[src/rtl/icache_refill_arbiter_if.sv]
// Purpose: bundles the core-side, L2-side and boot-ROM-side signals of the
//          I-cache refill arbiter into one interface.
// Modports:
//   slave  - the arbiter: takes i_* as inputs and drives o_*.
//   master - the environment (I-caches, L2, boot ROM): drives i_*, observes o_*.
// Signals:
//   i_core_req/i_core_addr/o_core_rdata/o_core_done - per-core refill port
//   i_prio_mode                                     - 0 round-robin, 1 fixed priority
//   o_l2_req/o_l2_addr/i_l2_rdata/i_l2_done         - shared L2 line port
//   i_boot_base/i_boot_size                         - boot ROM window
//   o_boot_req/o_boot_addr/i_boot_data/i_boot_valid - boot ROM word port
interface icache_refill_arbiter_if #(
  parameter int unsigned N_CORES     = 4,
  parameter int unsigned ADDR_WIDTH  = 32,
  parameter int unsigned BLOCK_WIDTH = 256,
  parameter int unsigned INSTR_WIDTH = 32,
  parameter int unsigned BOOT_AW     = 12
);
  logic [N_CORES-1:0]                  i_core_req;
  logic [N_CORES-1:0][ADDR_WIDTH-1:0]  i_core_addr;
  logic [N_CORES-1:0][BLOCK_WIDTH-1:0] o_core_rdata;
  logic [N_CORES-1:0]                  o_core_done;
  logic                                i_prio_mode;
  logic                                o_l2_req;
  logic [ADDR_WIDTH-1:0]               o_l2_addr;
  logic [BLOCK_WIDTH-1:0]              i_l2_rdata;
  logic                                i_l2_done;
  logic [ADDR_WIDTH-1:0]               i_boot_base;
  logic [ADDR_WIDTH-1:0]               i_boot_size;
  logic                                o_boot_req;
  logic [BOOT_AW-1:0]                  o_boot_addr;
  logic [INSTR_WIDTH-1:0]              i_boot_data;
  logic                                i_boot_valid;

  modport slave (
    input  i_core_req, i_core_addr, i_prio_mode, i_l2_rdata, i_l2_done,
           i_boot_base, i_boot_size, i_boot_data, i_boot_valid,
    output o_core_rdata, o_core_done, o_l2_req, o_l2_addr, o_boot_req, o_boot_addr
  );

  modport master (
    output i_core_req, i_core_addr, i_prio_mode, i_l2_rdata, i_l2_done,
           i_boot_base, i_boot_size, i_boot_data, i_boot_valid,
    input  o_core_rdata, o_core_done, o_l2_req, o_l2_addr, o_boot_req, o_boot_addr
  );
endinterface

[src/rtl/icache_refill_arbiter.sv]
// Purpose: shares one L2 refill port and one boot ROM among N_CORES I-caches.
//          Requests are line aligned; lines inside the boot ROM window are
//          filled word by word from the ROM, all others come from L2.
//          Arbitration is round-robin or fixed priority, chosen per grant.
// Ports:
//   i_clk - clock
//   i_rst - asynchronous active-high reset
//   bus   - icache_refill_arbiter_if.slave (core, L2 and boot ROM signals)
// Optional feature: define ICARB_COALESCE_EN to deliver a fetched line to every
//   other eligible core requesting the same line in the same cycle.
module icache_refill_arbiter #(
  parameter int unsigned N_CORES     = 4,
  parameter int unsigned ADDR_WIDTH  = 32,
  parameter int unsigned BLOCK_WIDTH = 256,
  parameter int unsigned INSTR_WIDTH = 32,
  parameter int unsigned BOOT_AW     = 12
) (
  input logic                   i_clk,
  input logic                   i_rst,
  icache_refill_arbiter_if.slave bus
);

  localparam int unsigned WORDS       = BLOCK_WIDTH / INSTR_WIDTH;
  localparam int unsigned LINE_BYTES  = BLOCK_WIDTH / 8;
  localparam int unsigned OFF_W       = $clog2(LINE_BYTES);
  localparam int unsigned INSTR_BYTES = INSTR_WIDTH / 8;
  localparam int unsigned IDX_W       = (N_CORES > 1) ? $clog2(N_CORES) : 1;
  localparam int unsigned K_W         = (WORDS > 1) ? $clog2(WORDS) : 1;
  localparam logic [ADDR_WIDTH-1:0] LINE_MASK = {ADDR_WIDTH{1'b1}} << OFF_W;
  localparam logic [N_CORES-1:0]    ONE_HOT0  = N_CORES'(1);

  typedef enum logic [2:0] {
    S_IDLE,
    S_GRANT,
    S_BOOT_RD,
    S_BOOT_WAIT,
    S_L2_WAIT,
    S_DELIVER
  } state_t;

  state_t                              r_state;
  logic [IDX_W-1:0]                    r_rr_ptr;
  logic [N_CORES-1:0]                  r_served;
  logic [IDX_W-1:0]                    r_win;
  logic [ADDR_WIDTH-1:0]               r_line_addr;
  logic                                r_boot;
  logic [K_W-1:0]                      r_k;
  logic [BLOCK_WIDTH-1:0]              r_line;
  logic [N_CORES-1:0][BLOCK_WIDTH-1:0] r_core_rdata;
  logic [N_CORES-1:0]                  r_core_done;
  logic                                r_l2_req;
  logic [ADDR_WIDTH-1:0]               r_l2_addr;
  logic                                r_boot_req;
  logic [BOOT_AW-1:0]                  r_boot_addr;

  logic [N_CORES-1:0]    w_elig;
  logic                  w_any;
  logic [IDX_W-1:0]      w_win_rr;
  logic [IDX_W-1:0]      w_win_fp;
  logic [IDX_W-1:0]      w_win;
  logic [ADDR_WIDTH-1:0] w_win_line;
  logic [ADDR_WIDTH:0]   w_line_ext;
  logic [ADDR_WIDTH:0]   w_base_ext;
  logic [ADDR_WIDTH:0]   w_end_ext;
  logic                  w_in_boot;
  logic [ADDR_WIDTH-1:0] w_boot_off;
  logic [N_CORES-1:0]    w_coal;
  logic [N_CORES-1:0]    w_dmask;

  // A core that was just delivered is masked for one cycle so its still-high req is not re-granted
  assign w_elig = bus.i_core_req & ~r_served;
  assign w_any  = |w_elig;

  // Round-robin: first eligible index at or above rr_ptr, wrapping
  always_comb begin
    logic        found;
    int unsigned j;
    found    = 1'b0;
    j        = 0;
    w_win_rr = '0;
    for (int unsigned i = 0; i < N_CORES; i++) begin
      j = (32'(r_rr_ptr) + i) % N_CORES;
      if (!found && w_elig[j]) begin
        found    = 1'b1;
        w_win_rr = IDX_W'(j);
      end
    end
  end

  // Fixed priority: scan downward so the lowest eligible index is the last write
  always_comb begin
    w_win_fp = '0;
    for (int i = int'(N_CORES) - 1; i >= 0; i--) begin
      if (w_elig[i]) w_win_fp = IDX_W'(i);
    end
  end

  assign w_win      = bus.i_prio_mode ? w_win_fp : w_win_rr;
  assign w_win_line = bus.i_core_addr[w_win] & LINE_MASK;

  // Window test carried out one bit wider so base+size cannot wrap; size 0 matches nothing
  assign w_line_ext = {1'b0, w_win_line};
  assign w_base_ext = {1'b0, bus.i_boot_base};
  assign w_end_ext  = {1'b0, bus.i_boot_base} + {1'b0, bus.i_boot_size};
  assign w_in_boot  = (w_line_ext >= w_base_ext) && (w_line_ext < w_end_ext);

  assign w_boot_off = r_line_addr - bus.i_boot_base
                    + ADDR_WIDTH'(r_k) * ADDR_WIDTH'(INSTR_BYTES);

`ifdef ICARB_COALESCE_EN
  // Other eligible cores waiting on the same line ride along with the winner
  always_comb begin
    w_coal = '0;
    for (int unsigned j = 0; j < N_CORES; j++) begin
      w_coal[j] = w_elig[j] && ((bus.i_core_addr[j] & LINE_MASK) == r_line_addr);
    end
  end
`else
  assign w_coal = '0;
`endif

  assign w_dmask = w_coal | (ONE_HOT0 << r_win);

  // Control FSM with registered outputs
  always_ff @(posedge i_clk or posedge i_rst) begin
    if (i_rst) begin
      r_state      <= S_IDLE;
      r_rr_ptr     <= '0;
      r_served     <= '0;
      r_win        <= '0;
      r_line_addr  <= '0;
      r_boot       <= 1'b0;
      r_k          <= '0;
      r_line       <= '0;
      r_core_rdata <= '0;
      r_core_done  <= '0;
      r_l2_req     <= 1'b0;
      r_l2_addr    <= '0;
      r_boot_req   <= 1'b0;
      r_boot_addr  <= '0;
    end else begin
      r_core_done <= '0;
      r_boot_req  <= 1'b0;
      r_served    <= '0;
      case (r_state)
        S_IDLE: begin
          if (w_any) begin
            r_win       <= w_win;
            r_line_addr <= w_win_line;
            r_boot      <= w_in_boot;
            r_state     <= S_GRANT;
          end
        end
        S_GRANT: begin
          if (r_boot) begin
            r_k     <= '0;
            r_state <= S_BOOT_RD;
          end else begin
            r_l2_req  <= 1'b1;
            r_l2_addr <= r_line_addr;
            r_state   <= S_L2_WAIT;
          end
        end
        S_BOOT_RD: begin
          r_boot_req  <= 1'b1;
          r_boot_addr <= BOOT_AW'(w_boot_off);
          r_state     <= S_BOOT_WAIT;
        end
        S_BOOT_WAIT: begin
          if (bus.i_boot_valid) begin
            r_line[32'(r_k) * INSTR_WIDTH +: INSTR_WIDTH] <= bus.i_boot_data;
            if (r_k == K_W'(WORDS - 1)) begin
              r_state <= S_DELIVER;
            end else begin
              r_k     <= r_k + K_W'(1);
              r_state <= S_BOOT_RD;
            end
          end
        end
        S_L2_WAIT: begin
          if (bus.i_l2_done) begin
            r_line   <= bus.i_l2_rdata;
            r_l2_req <= 1'b0;
            r_state  <= S_DELIVER;
          end
        end
        S_DELIVER: begin
          for (int unsigned j = 0; j < N_CORES; j++) begin
            if (w_dmask[j]) r_core_rdata[j] <= r_line;
          end
          r_core_done <= w_dmask;
          r_served    <= w_dmask;
          r_rr_ptr    <= (r_win == IDX_W'(N_CORES - 1)) ? '0 : r_win + IDX_W'(1);
          r_state     <= S_IDLE;
        end
        default: r_state <= S_IDLE;
      endcase
    end
  end

  assign bus.o_core_rdata = r_core_rdata;
  assign bus.o_core_done  = r_core_done;
  assign bus.o_l2_req     = r_l2_req;
  assign bus.o_l2_addr    = r_l2_addr;
  assign bus.o_boot_req   = r_boot_req;
  assign bus.o_boot_addr  = r_boot_addr;

endmodule

[src/flat_wrapper.sv]
// flat-port wrapper written by rule: the top's interface ports become plain ports
module icache_refill_arbiter_flat 
#(
  parameter int unsigned N_CORES     = 4,
  parameter int unsigned ADDR_WIDTH  = 32,
  parameter int unsigned BLOCK_WIDTH = 256,
  parameter int unsigned INSTR_WIDTH = 32,
  parameter int unsigned BOOT_AW     = 12
)
  (i_clk, i_rst, bus_i_core_req, bus_i_core_addr, bus_i_prio_mode, bus_i_l2_rdata, bus_i_l2_done, bus_i_boot_base, bus_i_boot_size, bus_i_boot_data, bus_i_boot_valid, bus_o_core_rdata, bus_o_core_done, bus_o_l2_req, bus_o_l2_addr, bus_o_boot_req, bus_o_boot_addr);
  icache_refill_arbiter_if #(.N_CORES(N_CORES), .ADDR_WIDTH(ADDR_WIDTH), .BLOCK_WIDTH(BLOCK_WIDTH), .INSTR_WIDTH(INSTR_WIDTH), .BOOT_AW(BOOT_AW)) bus_i ();
  input logic i_clk;
  input logic i_rst;
  input wire logic [$bits(bus_i.i_core_req)-1:0] bus_i_core_req;
  input wire logic [$bits(bus_i.i_core_addr)-1:0] bus_i_core_addr;
  input wire logic [$bits(bus_i.i_prio_mode)-1:0] bus_i_prio_mode;
  input wire logic [$bits(bus_i.i_l2_rdata)-1:0] bus_i_l2_rdata;
  input wire logic [$bits(bus_i.i_l2_done)-1:0] bus_i_l2_done;
  input wire logic [$bits(bus_i.i_boot_base)-1:0] bus_i_boot_base;
  input wire logic [$bits(bus_i.i_boot_size)-1:0] bus_i_boot_size;
  input wire logic [$bits(bus_i.i_boot_data)-1:0] bus_i_boot_data;
  input wire logic [$bits(bus_i.i_boot_valid)-1:0] bus_i_boot_valid;
  output wire logic [$bits(bus_i.o_core_rdata)-1:0] bus_o_core_rdata;
  output wire logic [$bits(bus_i.o_core_done)-1:0] bus_o_core_done;
  output wire logic [$bits(bus_i.o_l2_req)-1:0] bus_o_l2_req;
  output wire logic [$bits(bus_i.o_l2_addr)-1:0] bus_o_l2_addr;
  output wire logic [$bits(bus_i.o_boot_req)-1:0] bus_o_boot_req;
  output wire logic [$bits(bus_i.o_boot_addr)-1:0] bus_o_boot_addr;
  assign bus_i.i_core_req = bus_i_core_req;
  assign bus_i.i_core_addr = bus_i_core_addr;
  assign bus_i.i_prio_mode = bus_i_prio_mode;
  assign bus_i.i_l2_rdata = bus_i_l2_rdata;
  assign bus_i.i_l2_done = bus_i_l2_done;
  assign bus_i.i_boot_base = bus_i_boot_base;
  assign bus_i.i_boot_size = bus_i_boot_size;
  assign bus_i.i_boot_data = bus_i_boot_data;
  assign bus_i.i_boot_valid = bus_i_boot_valid;
  assign bus_o_core_rdata = bus_i.o_core_rdata;
  assign bus_o_core_done = bus_i.o_core_done;
  assign bus_o_l2_req = bus_i.o_l2_req;
  assign bus_o_l2_addr = bus_i.o_l2_addr;
  assign bus_o_boot_req = bus_i.o_boot_req;
  assign bus_o_boot_addr = bus_i.o_boot_addr;
  icache_refill_arbiter #(.N_CORES(N_CORES), .ADDR_WIDTH(ADDR_WIDTH), .BLOCK_WIDTH(BLOCK_WIDTH), .INSTR_WIDTH(INSTR_WIDTH), .BOOT_AW(BOOT_AW)) u_core (.i_clk(i_clk), .i_rst(i_rst), .bus(bus_i));
endmodule
[config.mk]
export PLATFORM = sky130hd
export DESIGN_NAME = icache_refill_arbiter_flat
export DESIGN_NICKNAME = d
export VERILOG_FILES = /design/src/rtl/icache_refill_arbiter_if.sv /design/src/rtl/icache_refill_arbiter.sv /design/src/flat_wrapper.sv
export SDC_FILE = /design/constraint.sdc
export NUM_CORES = 2
export LEC_CHECK = 0
export BUFFER_PORTS_ARGS = -buffer_cell sky130_fd_sc_hd__buf_2
export CAP_MARGIN = 10
export CORE_AREA = 3 3 610 612
export DETAILED_ROUTE_END_ITERATION = 8
export DIE_AREA = 0 0 613 615
export PLACE_DENSITY = 0.3
export SETUP_SLACK_MARGIN = 0.15
export SYNTH_ARGS = -nofsm -noshare
export SYNTH_HDL_FRONTEND = slang
export SYNTH_SLANG_ARGS = --single-unit
export TNS_END_PERCENT = 20
[constraint.sdc]
create_clock -name i_clk -period 67.9 [get_ports i_clk]
set_input_delay 6.79 -clock i_clk [delete_from_list [all_inputs] [get_ports i_clk]]
set_output_delay 6.79 -clock i_clk [all_outputs]
set_load 0.02 [all_outputs]
==> impl_metrics.tcl <==
set metrics [dict create \
    clock_latency_ns 0.87 \
    synth_area_um2 56920 \
    cts_root_buffer "clkbuf_16" \
    grt_pass1_wl_um 486000 \
    cts_resized 0 \
    drive_gt1_share_pct 25.76 \
    period_share_pct 16.16 \
    yosys_register_bits 1363 \
    yosysWarningCount 0 \
    yosys_most_used_dff "dfrtp_1" \
    grt_overflow_total 0 \
    relSlewSlack_pct 13.64 \
    synth_cells 6328 \
    nNetsFinal 8360 \
    path_max_fanout 55 \
    critPathKind "primary input to flop" \
    dp_hpwl_um 265300 \
    h-tree-depth 4 \
    startpoint_type "primary input" \
    crit_arrival_ns 11.72 \
    n_fill_cell 41040 \
    globalRouteTotalUtil_pct 18.82 \
    worstPathRequired_ns 68.65 \
    clkTransAtPathRegs_ns 0.06 \
    fin_total_pwr_mw 3.943 \
    die_h_um 615 \
    post_drt_wl_per_cell_um 28.68 \
    max-cap-violations 0 \
    rows 223 \
    initial_utilization_pct 15.47 \
    tns_ns 0 \
    syn2layout_area_growth_pct 34.32 \
    status "finished, final reports clean" \
    synth_edf_count 0 \
    die_area_um2 377000 \
    num_vias 51834 \
    hold_viol 0 \
    yosysTopAreaCell "dfrtp_1" \
    rsz0062_at_grt "false" \
    ys_seq_area_share_pct 59.92 \
    antenna_found_initial 174 \
    gp_congestion 0.8456 \
    ant_nets 0 \
    core_area_um2 368000 \
    cts_setup_buffers 0 \
    cts_buffer_depth 4 \
    powerDensity_nw_per_um2 51.57 \
    ir_drop_mv 0.02863 \
    synth_top_area_share_pct 59.92 \
    worst_pin_slew_ns 1.295 \
    hold_buffers 0 \
    cts.sinks 1363 \
    syn_avg_cell_area_um2 8.995 \
    synth_common_cells "nand2_1 (3,190), dfrtp_1 (1,363), clkbuf_1 (333)" \
    synth.area.top_cells "dfrtp_1 (60%), nand2_1 (21%), ha_1 (2.3%)" \
    cts_buffers 182 \
    finalMaxSlewViolations 0 \
    grt_max_degree 142 \
    hold_path.class "flop to flop" \
    port-buffer-count 1537 \
    grt_pass1_vias 51594 \
    route.detailed.drc 0 \
    p_leak_nw 40.97 \
    setup_viol_count_final 0 \
    synthArstFlopShare_pct 100.0 \
    fin_crit_ns 10.97 \
    io_pins 1563 \
    yosysMostFrequentCell "nand2_1" \
    detail_route.first_pass.iterations 5 \
    endpoint_kind "flop" \
    fmax_mhz 91.13 \
    vias_per_cell 4.045 \
    die_w_um 613 \
    drtIter0Drc 4379 \
    netlist-cell-type-count 75 \
    skew_ns 0.04379 \
    wl_um 367500 \
    cts_tree "done" \
]
[kinds of logic after synthesis]
logic type	synth area share, %
compound gates	7.790
xor+xnor	0.5231
fa+ha+maj	2.321
buf+inv	3.183
flops	59.92
mux	2.530
other cells	0.006588
simple gates	23.73
[worst max-delay path, stage by stage]
cell,delay [ns]
buf_2,0.10
nor2b_1,0.20
a21oi_1,0.14
o21ai_0,0.09
a221oi_1,0.39
a31o_4,0.14
buf_4,0.66
mux2i_1,0.49
mux2i_1,0.30
ha_1,0.36
nand4_1,0.16
nor4_1,0.86
o21ai_0,0.24
a31oi_1,0.45
o31ai_1,0.14
a31oi_1,0.15
[per-layer routing]
metal  vias to the layer above  track usage [%]  wire length (um)
li1                      23284                -                 -
met1                     25906            22.18            142300
met3                       567            4.069             25060
met2                      2017            33.65            186800
met5                         -                0               393
met4                        60            6.014             12940
[power breakdown]
group / switching (mW) / internal, mW
registers: 0.346 / 1.14
clock network: 0.413 / 0.592
logic: 1.03 / 0.421
total: 1.79 / 2.16
[cell usage in the layout, fill, tap and decap left out, types with 15 or more instances in the layout]
| cell type | instances |
|---|---|
| a21oi_1 | 212 |
| o21ai_0 | 117 |
| o22ai_1 | 98 |
| dfrtp_1 | 1363 |
| a221oi_1 | 23 |
| clkbuf_16 | 187 |
| nand2_1 | 3186 |
| clkbuf_8 | 44 |
| xor2_1 | 19 |
| clkbuf_1 | 41 |
| buf_2 | 1537 |
| inv_1 | 56 |
| a32oi_1 | 43 |
| diode_2 | 73 |
| xnor2_1 | 15 |
| nand4_1 | 15 |
| nor2_1 | 243 |
| a22oi_1 | 96 |
| mux2_2 | 55 |
| clkinv_2 | 18 |
| buf_4 | 108 |
| ha_1 | 104 |
| mux2i_1 | 82 |
| a21o_1 | 28 |
[registers in the layout, summed over array words and instances (netlist names)]
| signal | count |
|---|---|
| u_core.bus.o_core_rdata | 1024 |
| u_core.r_line | 256 |
| u_core.bus.o_l2_addr | 27 |
| u_core.r_line_addr | 27 |
| u_core.bus.o_boot_addr | 12 |
| u_core.bus.o_core_done | 4 |
| u_core.r_k | 3 |
| u_core.r_state | 3 |
| u_core.r_rr_ptr | 2 |
| u_core.r_win | 2 |
| u_core.bus.o_boot_req | 1 |
| u_core.bus.o_l2_req | 1 |
| u_core.r_boot | 1 |
[worst paths after layout]
| path | slack (ns) | cells after the start | to | from |
|---|---|---|---|---|
| max | 56.93 | 16 | u_core.r_boot | bus_i_core_req[1] |
| max reg2reg | 62.42 | 15 | u_core.r_boot | u_core.bus.o_core_done[0] |
| min | 0.47 | 2 | u_core.bus.o_core_rdata[488] | u_core.bus.o_core_rdata[488] |
| min in group asynchronous | 5.97 | 2 | u_core.bus.o_core_rdata[344] | i_rst |
| min reg2reg | 0.47 | 2 | u_core.bus.o_core_rdata[488] | u_core.bus.o_core_rdata[488] |
| max in group asynchronous | 57.78 | 7 | u_core.bus.o_core_rdata[942] | i_rst |
[per-stage QoR]
stage	hold slack, ns	area (um2)	setup slack [ns]	cells	util, %
2_1_floorplan	0.4737	56940	22.68	6332	-
3_3_place_gp	0.4551	70190	55.94	12419	19.07
3_5_place_dp	0.4576	70190	55.82	12419	19.07
4_1_cts	0.4718	76280	56.76	12740	20.73
5_1_grt	0.4798	76350	56.62	12770	20.75
6_report	0.4662	76460	56.93	12813	20.78
[area by class of cell]
cell class	instances	area, um2	share of cell area [%]
sequential	1363	34110	44.61
multi-input combinational	4508	21180	27.70
timing repair buffer	1649	8583	11.23
tap	4837	6052	7.915
clock buffer	272	5439	7.114
clock inverter	49	641.9	0.8395
inverter	62	270.3	0.3535
antenna	73	182.7	0.2389
Note: power is estimated with default switching activity, not from simulation.
